===== src/rtl/serial_adder_ctrl_pkg.sv =====
// Shared definitions for the bit-serial adder sequencer: state width and encodings.
package serial_adder_ctrl_pkg;

  localparam int unsigned ST_W = 2;

  typedef logic [ST_W-1:0] state_t;

  localparam logic [ST_W-1:0] ST_IDLE = 2'd0;
  localparam logic [ST_W-1:0] ST_RUN  = 2'd1;
  localparam logic [ST_W-1:0] ST_DONE = 2'd2;

endpackage


===== src/rtl/serial_adder_ctrl_half_adder_cell.sv =====
// Combinational half-adder cell; two of these plus an OR form one full-adder bit slice.
module half_adder_cell (
  input  logic x,
  input  logic y,
  output logic s,
  output logic c
);

  assign s = x ^ y;
  assign c = x & y;

endmodule


===== src/rtl/serial_adder_ctrl.sv =====
// Bit-serial WIDTH-bit adder sequencer: one full-adder slice reused LSB-first,
// registered sum/carry-out and a one-cycle done strobe.
module serial_adder_ctrl
  import serial_adder_ctrl_pkg::*;
#(
  parameter int unsigned WIDTH = 8,
  parameter int unsigned CNT_W = 5
) (
  input  logic             clk,
  input  logic             rst,
  input  logic             start,
  input  logic [WIDTH-1:0] a,
  input  logic [WIDTH-1:0] b,
  output logic             busy,
  output logic             done,
  output logic [WIDTH-1:0] sum,
  output logic             cout
);

  state_t             state_q, state_d;
  logic [WIDTH-1:0]   a_sh_q, a_sh_d;
  logic [WIDTH-1:0]   b_sh_q, b_sh_d;
  logic [WIDTH-2:0]   s_sh_q, s_sh_d;
  logic               carry_q, carry_d;
  logic [CNT_W-1:0]   cnt_q, cnt_d;
  logic [WIDTH-1:0]   sum_q, sum_d;
  logic               cout_q, cout_d;
  logic               busy_q, busy_d;
  logic               done_q, done_d;

  logic               ha0_s, ha0_c, ha1_s, ha1_c;
  logic               bit_s, bit_c;
  logic [WIDTH-1:0]   sum_next;

  // Full-adder slice on the current LSBs and the running carry
  half_adder_cell u_ha0 (.x(a_sh_q[0]), .y(b_sh_q[0]), .s(ha0_s), .c(ha0_c));
  half_adder_cell u_ha1 (.x(ha0_s),     .y(carry_q),   .s(ha1_s), .c(ha1_c));

  assign bit_s    = ha1_s;
  assign bit_c    = ha0_c | ha1_c;
  // Partial sum with the new bit shifted in; the lowest bit leaves s_sh here
  assign sum_next = {bit_s, s_sh_q};

  always_comb begin
    state_d = state_q;
    a_sh_d  = a_sh_q;
    b_sh_d  = b_sh_q;
    s_sh_d  = s_sh_q;
    carry_d = carry_q;
    cnt_d   = cnt_q;
    sum_d   = sum_q;
    cout_d  = cout_q;

    case (state_q)
      ST_IDLE, ST_DONE: begin
        if (start) begin
          a_sh_d  = a;
          b_sh_d  = b;
          carry_d = 1'b0;
          cnt_d   = '0;
          state_d = ST_RUN;
        end else begin
          state_d = ST_IDLE;
        end
      end
      ST_RUN: begin
        a_sh_d  = a_sh_q >> 1;
        b_sh_d  = b_sh_q >> 1;
        s_sh_d  = sum_next[WIDTH-1:1];
        carry_d = bit_c;
        cnt_d   = cnt_q + CNT_W'(1);
        if (cnt_q == CNT_W'(WIDTH - 1)) begin
          sum_d   = sum_next;
          cout_d  = bit_c;
          state_d = ST_DONE;
        end
      end
      default: state_d = ST_IDLE;
    endcase

    busy_d = (state_d == ST_RUN);
    done_d = (state_d == ST_DONE);
  end

  always_ff @(posedge clk) begin
    if (rst) begin
      state_q <= ST_IDLE;
      a_sh_q  <= '0;
      b_sh_q  <= '0;
      s_sh_q  <= '0;
      carry_q <= 1'b0;
      cnt_q   <= '0;
      sum_q   <= '0;
      cout_q  <= 1'b0;
      busy_q  <= 1'b0;
      done_q  <= 1'b0;
    end else begin
      state_q <= state_d;
      a_sh_q  <= a_sh_d;
      b_sh_q  <= b_sh_d;
      s_sh_q  <= s_sh_d;
      carry_q <= carry_d;
      cnt_q   <= cnt_d;
      sum_q   <= sum_d;
      cout_q  <= cout_d;
      busy_q  <= busy_d;
      done_q  <= done_d;
    end
  end

  assign busy = busy_q;
  assign done = done_q;
  assign sum  = sum_q;
  assign cout = cout_q;

endmodule


===== config.mk =====
export PLATFORM = sky130hd
export DESIGN_NAME = serial_adder_ctrl
export DESIGN_NICKNAME = d
export VERILOG_FILES = /design/src/rtl/serial_adder_ctrl_pkg.sv /design/src/rtl/serial_adder_ctrl_half_adder_cell.sv /design/src/rtl/serial_adder_ctrl.sv
export SDC_FILE = /design/constraint.sdc
export NUM_CORES = 1
export LEC_CHECK = 0
export BUFFER_PORTS_ARGS = -buffer_cell sky130_fd_sc_hd__buf_2
export CAP_MARGIN = 10
export CORE_ASPECT_RATIO = 0.75
export CORE_MARGIN = 2
export CORE_UTILIZATION = 45
export CTS_CLUSTER_DIAMETER = 50
export DETAILED_ROUTE_END_ITERATION = 8
export PLACE_DENSITY = 0.66
export SETUP_SLACK_MARGIN = 0.15
export SLEW_MARGIN = 20
export SYNTH_ARGS = -nofsm -noshare
export SYNTH_HDL_FRONTEND = slang
export SYNTH_HIERARCHICAL = 1
export SYNTH_SLANG_ARGS = --single-unit

===== constraint.sdc =====
create_clock -name clk -period 1.6 [get_ports clk]
set_clock_uncertainty 0.15 [all_clocks]
set_input_delay 0.24 -clock clk [delete_from_list [all_inputs] [get_ports clk]]
set_output_delay 0.24 -clock clk [all_outputs]
set_load 0.02 [all_outputs]

### Word-level counts from Yosys, hierarchy flattened

Index checks and enable logic that the tools add are counted.

* reductions and logical operators: 5
* add/sub/neg operators: 1
* bitwise gates (word level): 5
* multiplexer cells: 11
* eq/ne operators: 6

Operators by type and width (number)
* 8-bit one-hot mux with 2 select lines: 2
* 8-bit 2-to-1 mux: 2
* 5-bit one-hot mux with 2 select lines: 1
* 5-bit by 1-bit adder with 5-bit output, second input constant: 1
* 5-bit by 3-bit == test with 1-bit output, second input constant: 1
* 5-bit 2-to-1 mux: 1
* 2-bit by 1-bit == test with 1-bit output, second input constant: 2
* 2-bit == test, second input constant: 2
* 2-bit one-hot mux with 2 select lines: 1
* 2-bit AND reduction: 2
* 1-bit AND: 2
* 2-bit zero test: 1
* 1-bit 2-to-1 mux: 2
* 2-bit 2-to-1 mux: 1
* 2-bit inequality test, second input constant: 1
* 1-bit one-hot mux with 2 select lines: 1
* 2-bit nonzero test: 1
* 2-bit OR reduction: 1
* 1-bit XOR: 2
* 1-bit OR: 1

* register bits: 42
* input bits: 19

### Logic depth before layout (Yosys ltp)

Gate-level depths: netlist of the first run.

* depth in word-level cells: 4
* depth in mapped cells: 5
* gate-level depth less buffers: 4

### Hierarchy

The synthesis of the first run kept the hierarchy.

By module, submodules not included
* serial_adder_ctrl: cells an instance 187, instances 1, area each 1724.2 um^2, seq. area each 840.8 um^2
* half_adder_cell: cells an instance 1, instances 2, area each 12.5 um^2, seq. area each 0.0 um^2

### Worst setup path before layout of the first run

OpenSTA, ideal clock, no wires.

* path type: register -> register
* start point: register cnt_q[0]
* end point: register sum_q[0], in the netlist sum[0]
* data required time: 1.378 ns
* stages on the path, launching flop included: 5
* slack: 0.204 ns
* library setup time: 0.072 ns
* arrival time: 1.175 ns
* path through: dfxtp_1 > ha_1 > nand4bb_4 > nor2_4 > mux2i_1

* word-level cells in the longest chain between the ends: 2

Ends and longest elaborated chain
* start: declaration: RTL line serial_adder_ctrl.sv:25 `logic [CNT_W-1:0] cnt_q, cnt_d;`
* start signal: assignment: RTL line serial_adder_ctrl.sv:103 `cnt_q <= cnt_d;`
* 5-bit by 3-bit == test with 1-bit output: RTL line serial_adder_ctrl.sv:72 `if (cnt_q == CNT_W'(WIDTH - 1)) begin`
* 2-bit AND reduction (no line)
* end signal: assignment: RTL line serial_adder_ctrl.sv:104 `sum_q <= sum_d;`
* end: declaration: RTL line serial_adder_ctrl.sv:26 `logic [WIDTH-1:0] sum_q, sum_d;`

No other way between the ends.
A chain may end at the register's enable or synchronous reset.

### Worst setup path after layout of the first run

* start point: register a_sh_q[0]
* end point: register cout_q, in the netlist cout

* word-level cells in the longest chain between the ends: 3

Ends and longest elaborated chain
* start: declaration: RTL line serial_adder_ctrl.sv:21 `logic [WIDTH-1:0] a_sh_q, a_sh_d;`
* start signal: assignment: RTL line serial_adder_ctrl.sv:99 `a_sh_q <= a_sh_d;`
* 1-bit XOR: RTL line serial_adder_ctrl_half_adder_cell.sv:9 `assign s = x ^ y;`
* via ha0_s: RTL line serial_adder_ctrl.sv:31 `logic ha0_s, ha0_c, ha1_s, ha1_c;`
* 1-bit AND: RTL line serial_adder_ctrl_half_adder_cell.sv:10 `assign c = x & y;`
* via ha1_c: RTL line serial_adder_ctrl.sv:31
* 1-bit OR: RTL line serial_adder_ctrl.sv:40 `assign bit_c = ha0_c | ha1_c;`
* end signal: assignment: RTL line serial_adder_ctrl.sv:105 `cout_q <= cout_d;`
* end: declaration: RTL line serial_adder_ctrl.sv:27 `logic cout_q, cout_d;`

The timed path passes the listed nets, and every way through them passes these cells.

==> qor.yml, run 1 <==
floorplan:
  die_w_um: 76.0
  core_area_um2: 3680
  ios: 30
  core.rowCount: 19
  dieHeight_um: 58.0
  die_area_um2: 4410
  start_util_pct: 47.5
placed_design:
  globalplace.congestion: 0.756
  place_ws_ns: 0.00595
  dp_hpwl_um: 2650
  port_buffers: 29
logic_synthesis:
  yosys_most_used_dff: "dfxtp_1"
  synth_cells: 189
  synth-edff-count: 0
  syn_avg_cell_area_um2: 9.25
  ys_ff_latch: 42
  synthArstFlopShare_pct: 0
  synth_cell_type_count: 27
  ys_seq_area_share_pct: 48.1
  synth_top_area_share_pct: 48.1
  synth_area_leaders: "dfxtp_1 48%, a21oi_1 8.3%, nand2b_1 6.8%"
  synth_nets: 211
  yosysTopAreaCell: "dfxtp_1"
  synthesis.area_um2: 1750
  ys_warn_count: 6
global_routing:
  track_usage_pct: 18.2
  overflow: 0
  antenna_found_initial: 0
  grt_pass1_vias: 1408
  grt_max_degree: 31
  grt_pass1_wl_um: 6250
sta:
  slew-limit-headroom_pct: 73.5
  rsz0062_at_grt: "true"
  finalHoldViolCount: 0
  max_freq_mhz: 723
  finalCriticalPeriod_ns: 1.38
  fin_setup_tns_ns: 0
  min_period_over_period_pct: 86.5
  finalSetupViolCount: 0
  drv_slew: 0
  worst_slack_ns: 0.216
  tightest_slew_ns: 0.397
routing:
  drc: 0
  dr.pass1.iters: 4
  vias: 1431
  ant_nets: 0
  drt_iter0_drc: 72
  wl_per_cell_um: 13.4
  avgViaCountPerCell: 5.26
  routed_wl_um: 3650
flow_run:
  max_cap_violations: 0
power_and_ir_drop:
  finalPower_mw: 1.99
  leakage_nw: 0.773
  ir_drop_v: 0.000545
  power_density_nw_per_um2: 957
worst_setup_path:
  crit_required_ns: 1.62
  r2r_end: "cout"
  critPathLaunch: "a_sh_q[0]"
  crit_path_end: "cout"
  crit_type: "reg2reg"
  rrSetupSlack_ns: 0.22
  r2r_cells: 4
  start_kind: "flip-flop"
  critPathMaxFanout: 2
  arrival_ns: 1.40
  end_kind: "flip-flop"
  r2r_start: "a_sh_q[0]"
cts:
  htreeDepth: 2
  numCtsBuffers: 5
  clock_path_buffers: 2
  cts_tree: "built"
  clk_pin_slew_ns: 0.07
  postCtsHoldBufs: 0
  worstSkewPairLatency_ns: 0.29
  clockRootBuffer: "clkbuf_8"
  cts.sinks: 42
status:
  status: "complete, no violations"
finish:
  final_cell_mix: "40 x dfxtp_1, 29 x a21oi_1, 29 x buf_2"
  syn2layout_area_growth_pct: 18.7
  drive_gt1_share_pct: 26.4
  mostFrequentLayoutCell: "dfxtp_1"
  fill_cells: 340
  diodes: 0
  final_nets: 243
min_path:
  min_path_type: "in2reg"
-- cell families (layout without fill, tap and decap cells) --
family,Yosys count,in the layout,synth area share [%]
simple gates,70,70,22.1
compound gates,48,48,16.5
flops,42,42,48.1
buf+inv,16,47,5.08
mux,10,10,6.08
fa+ha+maj,3,3,2.15
-- metrics by stage --
stage	instance area, um^2	util (%)	hold WS, ns	cells
2_1_floorplan	1750	-	0.226	189
3_3_place_gp	1940	52.6	0.298	263
3_5_place_dp	1940	52.6	0.307	263
4_1_cts	2050	55.7	0.0366	271
5_1_grt	2080	56.4	0.0371	272
6_report	2080	56.4	0.0336	272
-- worst min-delay path by stage --
stage	start	endpoint	slack, ns	depth (start not counted)
final	a[7]	a_sh_q[7]	0.03	3
after global routing	a[7]	a_sh_q[7]	0.04	3
after CTS	a[7]	a_sh_q[7]	0.04	3
after detailed placement	s_sh_q[0]	s_sh_q[0]	0.31	2
after global placement	s_sh_q[0]	s_sh_q[0]	0.30	2
after floorplan	a[7]	a_sh_q[7]	0.23	2
-- where the power goes --
part / internal (mW) / switching [mW]
sequential: 1.08 / 0.0235
combinational: 0.0892 / 0.123
clock: 0.333 / 0.337
total: 1.50 / 0.484
-- worst max-delay path: stages (launching register included) --
cell     delay (ns)
dfxtp_1        0.33
ha_1           0.28
ha_1           0.15
nor2_1         0.06
o41ai_1        0.29
-- per-layer routing --
layer	wire [um]	track usage (%)	part of all wire [%]
met3	186	7.32	5.1
met2	1650	28.8	45
met5	0	0	0
met1	1770	22.8	49
met4	42	6.75	1.1
-- layout make-up --
class / instances / area (um^2) / share of cell area (%)
well taps: 52 / 65.1 / 3.13
flip-flops and latches: 42 / 846 / 40.7
clock buffers: 6 / 82.6 / 3.98
multi-input cells: 131 / 841 / 40.5
repair buffers: 41 / 243 / 11.7
-- what timing repair did --
action                                  CTS  global route
endpoints found under the hold margin     0             0
resized for setup                         4             6
setup buffers                             2             1
endpoints found under the setup margin    9            37
pin swaps                                 1             1
-- synthesized netlist by cell type, drive strengths merged, types with 2 or more instances --
master and n:
a21oi 29, a22oi 14, buf 12, clkbuf 4
dfxtp 42, ha 3, mux2 2, mux2i 8
nand2 17, nand2b 19, nand3 20, nor2 5
nor2b 2, nor3 2, o21ai 2
-- state kept, by name (all words and copies together), names as in the netlist --
name	count
b_sh_q	8
a_sh_q	8
carry_q	1
s_sh_q	7
cout	1
busy	1
done	1
cnt_q	5
state_q	2
sum	8
(Power assumes the default switching activity.)
==> run 2, diff against run 1 <==
ABC_AREA = 1   (was default)
PLACE_DENSITY = 0.65   (was 0.66)
==> run 2 against run 1 <==
Core utilization fell by 2.3 points. Maximum frequency rose by 1.4%. Final area rose by 6.3%. Critical path type unchanged. Critical endpoint unchanged. Highest routed layer unchanged.
==> qor.yml, run 2 <==
cts:
  clockRootBuffer: "clkbuf_8"
  cts.sinks: 42  # unchanged
  cts_tree: "built"
  numCtsBuffers: 5  # unchanged
  clk_pin_slew_ns: 0.08  # about the same
  post_cts_buffers: 0  # -2
  clock_path_buffers: 2  # unchanged
  htreeDepth: 2  # unchanged
  worstSkewPairLatency_ns: 0.29  # about the same
worst_setup_path:
  crit_chain: "ha_1, ha_2, nor2_2, nand4_1, nand2_1, nor2_1"
  crit_path_end: "cout"
  critPathMaxFanout: 2  # unchanged
  crit_slowest_cell: "dfxtp_1"
  r2r_end: "cout"
  critPathLaunch: "b_sh_q[0]"
  worst-path-stages: 6  # +2
  crit_required_ns: 1.64  # +0.02 ns
  r2r_cells: 6  # +2
  rrSetupSlack_ns: 0.24  # +0.02 ns
  end_kind: "flip-flop"
  cpPeakStageDelay_ns: 0.32  # about the same
  r2r_start: "b_sh_q[0]"
  crit_family: "adder cells"
  crit_type: "reg2reg"
  arrival_ns: 1.40  # about the same
  critPathBufInv: 0  # unchanged
  start_kind: "flip-flop"
logic_synthesis:
  ys_ff_latch: 42  # unchanged
  yosys_most_used_dff: "dfxtp_1"
  yosysTopAreaCell: "dfxtp_1"
  synth_cells: 250  # +32%
  synth.most_common_cell: "nand3_1"
  synth_cell_type_count: 27  # unchanged
  synthArstFlopShare_pct: 0  # unchanged
  ys_warn_count: 6  # unchanged
  syn_avg_cell_area_um2: 7.66  # -17%
  synth_top_family_by_area: "simple AND/OR/NAND/NOR gates"
  ys_seq_area_share_pct: 43.9  # -4.1 points
  synth_fa_ha_area_share_pct: 1.96  # -0.19 points
  synth_nets: 272  # +29%
  synth_area_leaders: "dfxtp_1 44%, nand3_1 13%, nand2_1 7.6%"
  synthSimpleGateAreaFrac_pct: 32.7  # +11 points
  synth_xor_area_share_pct: 0  # unchanged
  synth-compound-area-share_pct: 9.48  # -7.0 points
  netlist_top_cells_count: "50 x nand3_1, 42 x dfxtp_1, 39 x nand2_1"
  synthMuxAreaShare_pct: 0  # -6.1 points
  synth-edff-count: 0  # unchanged
  synth_top_area_share_pct: 43.9  # -4.1 points
  synthesis.area_um2: 1910  # +9.4%
placed_design:
  port_buffers: 29  # unchanged
  place_ws_ns: 0.0513  # +0.0453 ns
  dp.cells: 325  # +24%
  placed_area_um2: 2060  # +6.3%
  dp_hpwl_um: 2530  # -4.5%
  globalplace.congestion: 0.778  # +2.9%
sta:
  worst_slack_ns: 0.235  # +0.0187 ns
  finalSetupViolCount: 0  # unchanged
  max_freq_mhz: 733  # +1.4%
  fin_setup_tns_ns: 0  # unchanged
  min_period_over_period_pct: 85.3  # -1.2 points
  slew-limit-headroom_pct: 54.5  # -19 points
  finalCriticalPeriod_ns: 1.36  # -0.0187 ns
  finalHoldViolCount: 0  # unchanged
  tightest_slew_ns: 0.678  # +0.281 ns
  drv_slew: 0  # unchanged
  rsz0062_at_grt: "true"
global_routing:
  grt_max_degree: 29  # -6.5%
  grt_pass1_vias: 1522  # +8.1%
  antenna_found_initial: 0  # unchanged
  grt_pass1_wl_um: 6680  # +6.8%
  track_usage_pct: 17.6  # -0.54 points
  overflow: 0  # unchanged
power_and_ir_drop:
  ir_drop_v: 0.000494  # -9.2%
  leakage_nw: 0.994  # +29%
  finalPower_mw: 2.10  # +5.8%
  power_density_nw_per_um2: 953  # -0.48%
routing:
  drc: 0  # unchanged
  vias: 1630  # +14%
  avgViaCountPerCell: 4.88  # -7.2%
  wl_per_cell_um: 11.8  # -12%
  dr.pass1.iters: 4  # unchanged
  drt_iter0_drc: 53  # -26%
  routed_wl_um: 3930  # +7.6%
  ant_nets: 0  # unchanged
floorplan:
  core.rowCount: 20  # +1
  die_area_um2: 4800  # +8.9%
  core_area_um2: 4080  # +11%
  dieHeight_um: 60.5  # +4.3%
  start_util_pct: 46.9  # -0.54 points
  die_w_um: 79.3  # +4.4%
  ios: 30  # unchanged
finish:
  final_cells: 334  # +23%
  fill_cells: 403  # +19%
  multiInputGateArea_um2: 888  # +5.7%
  drive_gt1_share_pct: 22.6  # -3.8 points
  mostFrequentLayoutCell: "nand3_1"
  fin_area_um2: 2210  # +6.3%
  diodes: 0  # unchanged
  final_nets: 300  # +23%
  seqCellArea_um2: 843  # -0.30%
  final_cell_mix: "50 x nand3_1, 40 x dfxtp_1, 38 x nand2_1"
  syn2layout_area_growth_pct: 15.3
min_path:
  min_path_type: "in2reg"
flow_run:
  max_cap_violations: 0  # unchanged
status:
  status: "complete, no violations"
[run 2: area by class of cell]
class	count	share of cell area (%)
well taps	55	3.12
multi-input cells	166	40.2
flip-flops and latches	42	38.2
clock inverters	2	0.567
repair buffers	36	9.13
inverters	27	4.99
clock buffers	6	3.74
[run 2: power breakdown]
group	leakage (nW)	internal [mW]	switching [mW]
registers	0.344	1.10	0.0300
clock network	0.0472	0.347	0.364
logic	0.603	0.101	0.165
total	0.994	1.54	0.559
[run 2: worst reg2reg max path: stages, from the launching register on]
cell and delay [ns]:
dfxtp_1 0.32, ha_1 0.29, ha_2 0.18, nor2_2 0.08, nand4_1 0.11, nand2_1 0.08, nor2_1 0.05
[run 2: worst min-delay path by stage]
| stage | end | cells after the start | slack (ns) | start |
|---|---|---|---|---|
| after global routing | a_sh_q[7] | 3 | 0.06 | a[7] |
| after CTS | a_sh_q[7] | 3 | 0.04 | a[7] |
| after detailed placement | a_sh_q[7] | 2 | 0.31 | a_sh_q[7] |
| final | a_sh_q[7] | 3 | 0.05 | a[7] |
| after floorplan | a_sh_q[7] | 2 | 0.24 | a[7] |
| after global placement | s_sh_q[0] | 2 | 0.29 | s_sh_q[0] |
[run 2: metal layers]
layer,vias up,share of wire [%],GRT usage [%]
met2,12,45,28.7
met1,732,52,23.5
met4,0,0.25,4.93
li1,884,-,-
met5,-,0,0
met3,2,2.9,4.91
[run 2: cells by family (layout without fill, tap and decap cells)]
family / count (synthesis) / in the layout
fa+ha+maj: 3 / 3
buf+inv: 43 / 71
flops: 42 / 42
compound gates: 35 / 35
simple gates: 127 / 128
[run 2: what timing repair did]
action	4_1_cts	5_1_grt
endpoints found under the setup margin	9	18
gates cloned	0	1
gates resized for setup	2	9
pin swaps	0	1
hold buffers	0	0
[run 2: per-stage QoR]
| stage | util, % | hold WS, ns |
|---|---|---|
| detailed placement | 50.5 | 0.307 |
| global placement | 50.5 | 0.294 |
| CTS | 53.1 | 0.0443 |
| finish | 54.1 | 0.0480 |
| global route | 54.1 | 0.0606 |
| floorplan | - | 0.237 |
==> run 3, diff against run 2 <==
PLACE_DENSITY = 0.66   (was 0.65)
==> run 3 against run 2 <==
Critical path type unchanged. Largest cell class unchanged. Non-clock buffer count fell by 2. Register-to-register slack is essentially flat. Via count increased by 2.9%. Largest power group unchanged. Wire length grew 4.0%.
==> qor.yml, run 3 (same netlist as run 2, synthesis figures left out) <==
power_and_ir_drop:
  leakage_nw: 1.01  # +1.4%
  power_density_nw_per_um2: 998  # +4.7%
  ir_drop_v: 0.000636  # +29%
min_path:
  min_path_type: "in2reg"
worst_setup_path:
  crit_path_end: "cnt_q[3]"
  end_kind: "flip-flop"
  start_kind: "flip-flop"
  critPathLaunch: "state_q[1]"
  arrival_ns: 1.41  # about the same
  critPathMaxFanout: 24  # +22
  r2r_start: "state_q[1]"
  r2r_cells: 6  # unchanged
  crit_type: "reg2reg"
  r2r_end: "cnt_q[3]"
  crit_required_ns: 1.64  # about the same
  rrSetupSlack_ns: 0.23  # about the same
sta:
  rsz0062_at_grt: "true"
  slew-limit-headroom_pct: 54.7  # +0.14 points
  finalCriticalPeriod_ns: 1.37  # +0.00316 ns
  tightest_slew_ns: 0.676  # -0.00215 ns
  finalHoldViolCount: 0  # unchanged
  max_freq_mhz: 731  # -0.23%
  min_period_over_period_pct: 85.5  # +0.20 points
  drv_slew: 0  # unchanged
  fin_setup_tns_ns: 0  # unchanged
  finalSetupViolCount: 0  # unchanged
finish:
  post-route-util_pct: 55.1  # +0.98 points
  drive_gt1_share_pct: 23.0  # +0.44 points
  syn2layout_area_growth_pct: 17.4
  mostFrequentLayoutCell: "nand3_1"
  fill_cells: 396  # -1.7%
  multiInputGateArea_um2: 916  # +3.1%
  final_nets: 299  # -0.33%
  final_cell_mix: "50 x nand3_1, 39 x dfxtp_1, 38 x nand2_1"
  seqCellArea_um2: 845  # +0.15%
  diodes: 0  # unchanged
global_routing:
  grt_pass1_vias: 1517  # -0.33%
  track_usage_pct: 17.7  # +0.055 points
  overflow: 0  # unchanged
  grt_pass1_wl_um: 6650  # -0.42%
  grt_max_degree: 29  # unchanged
  antenna_found_initial: 0  # unchanged
status:
  status: "complete, no violations"
cts:
  numCtsBuffers: 5  # unchanged
  cts_tree: "built"
  htreeDepth: 2  # unchanged
  clockRootBuffer: "clkbuf_8"
  worstSkewPairLatency_ns: 0.29  # about the same
  clk_pin_slew_ns: 0.08  # about the same
  clock_path_buffers: 2  # unchanged
  post_cts_buffers: 0  # unchanged
  cts.sinks: 42  # unchanged
flow_run:
  max_cap_violations: 0  # unchanged
routing:
  drc: 0  # unchanged
  ant_nets: 0  # unchanged
  routed_wl_um: 4090  # +4.0%
  avgViaCountPerCell: 5.04  # +3.3%
  drt_iter0_drc: 114  # +120%
  dr.pass1.iters: 4  # unchanged
  wl_per_cell_um: 12.3  # +4.4%
  vias: 1678  # +2.9%
floorplan:
  die_area_um2: 4800  # unchanged
  dieHeight_um: 60.5  # unchanged
  core.rowCount: 20  # unchanged
  core_area_um2: 4080  # unchanged
  die_w_um: 79.3  # unchanged
  start_util_pct: 46.9  # unchanged
  ios: 30  # unchanged
placed_design:
  port_buffers: 29  # unchanged
  dp_hpwl_um: 2460  # -2.5%
  globalplace.congestion: 0.743  # -4.4%
[run 3: cell count changes in the layout (fill, tap and decap cells not counted), sizes merged]
cell and change:
clkinvlp +1, buf -2, clkbuf -1, bufinv +1, nor2 +1, clkinv -1
[run 3: how the worst min path moves through the flow]
stage | from | to | slack (ns) | cells after the start
global route | a[7] | a_sh_q[7] | 0.05 | 3
global placement | s_sh_q[0] | s_sh_q[0] | 0.30 | 2
CTS | a[7] | a_sh_q[7] | 0.04 | 3
detailed placement | s_sh_q[0] | s_sh_q[0] | 0.30 | 2
floorplan | a[7] | a_sh_q[7] | 0.24 | 2
finish | a[7] | a_sh_q[7] | 0.04 | 3
[run 3: layout make-up]
class / instances / area share, %
multi-input cells: 167 / 40.8
well taps: 55 / 3.06
flip-flops and latches: 42 / 37.6
clock inverters: 3 / 2.00
inverters: 27 / 4.90
clock buffers: 5 / 3.06
repair buffers: 34 / 8.63
[run 3: metrics by stage]
stage	std cells	total power, mW	hold slack, ns	setup slack (ns)	area [um^2]
6_report	333	2.24	0.0377	0.232	2250
5_1_grt	333	2.34	0.0500	0.123	2250
4_1_cts	331	2.24	0.0381	0.183	2170
3_5_place_dp	323	1.40	0.303	0.0503	2050
3_3_place_gp	323	1.40	0.299	0.0945	2050
2_1_floorplan	250	1.35	0.237	0.294	1910
[run 3: where the power goes]
part           switching, mW  internal, mW  leakage (nW)
clock network          0.381         0.464        0.0504
logic                  0.167         0.102         0.614
registers             0.0310          1.10         0.344
total                  0.579          1.66          1.01
[run 3: repair_timing]
item / in CTS / in global routing
hold buffers: 0 / 0
cloned: 0 / 2
setup endpoints to repair: 15 / 18
pin swaps: 0 / 3
resized for setup: 3 / 16
[run 3: routing by layer]
metal | part of all wire (%) | track usage, % | vias to the layer above
li1 | - | - | 880
met1 | 52 | 23.5 | 773
met2 | 44 | 28.7 | 18
met3 | 2.8 | 4.61 | 7
met4 | 1.1 | 5.91 | 0
met5 | 0 | 0 | -
[run 3: worst max-delay path, stage by stage, from the launching register on]
cell and delay (ns):
dfxtp_1 0.39, inv_4 0.20, nand2_8 0.16, nor2_1 0.18
nand2_1 0.07, nand2_1 0.06, nor2_1 0.06
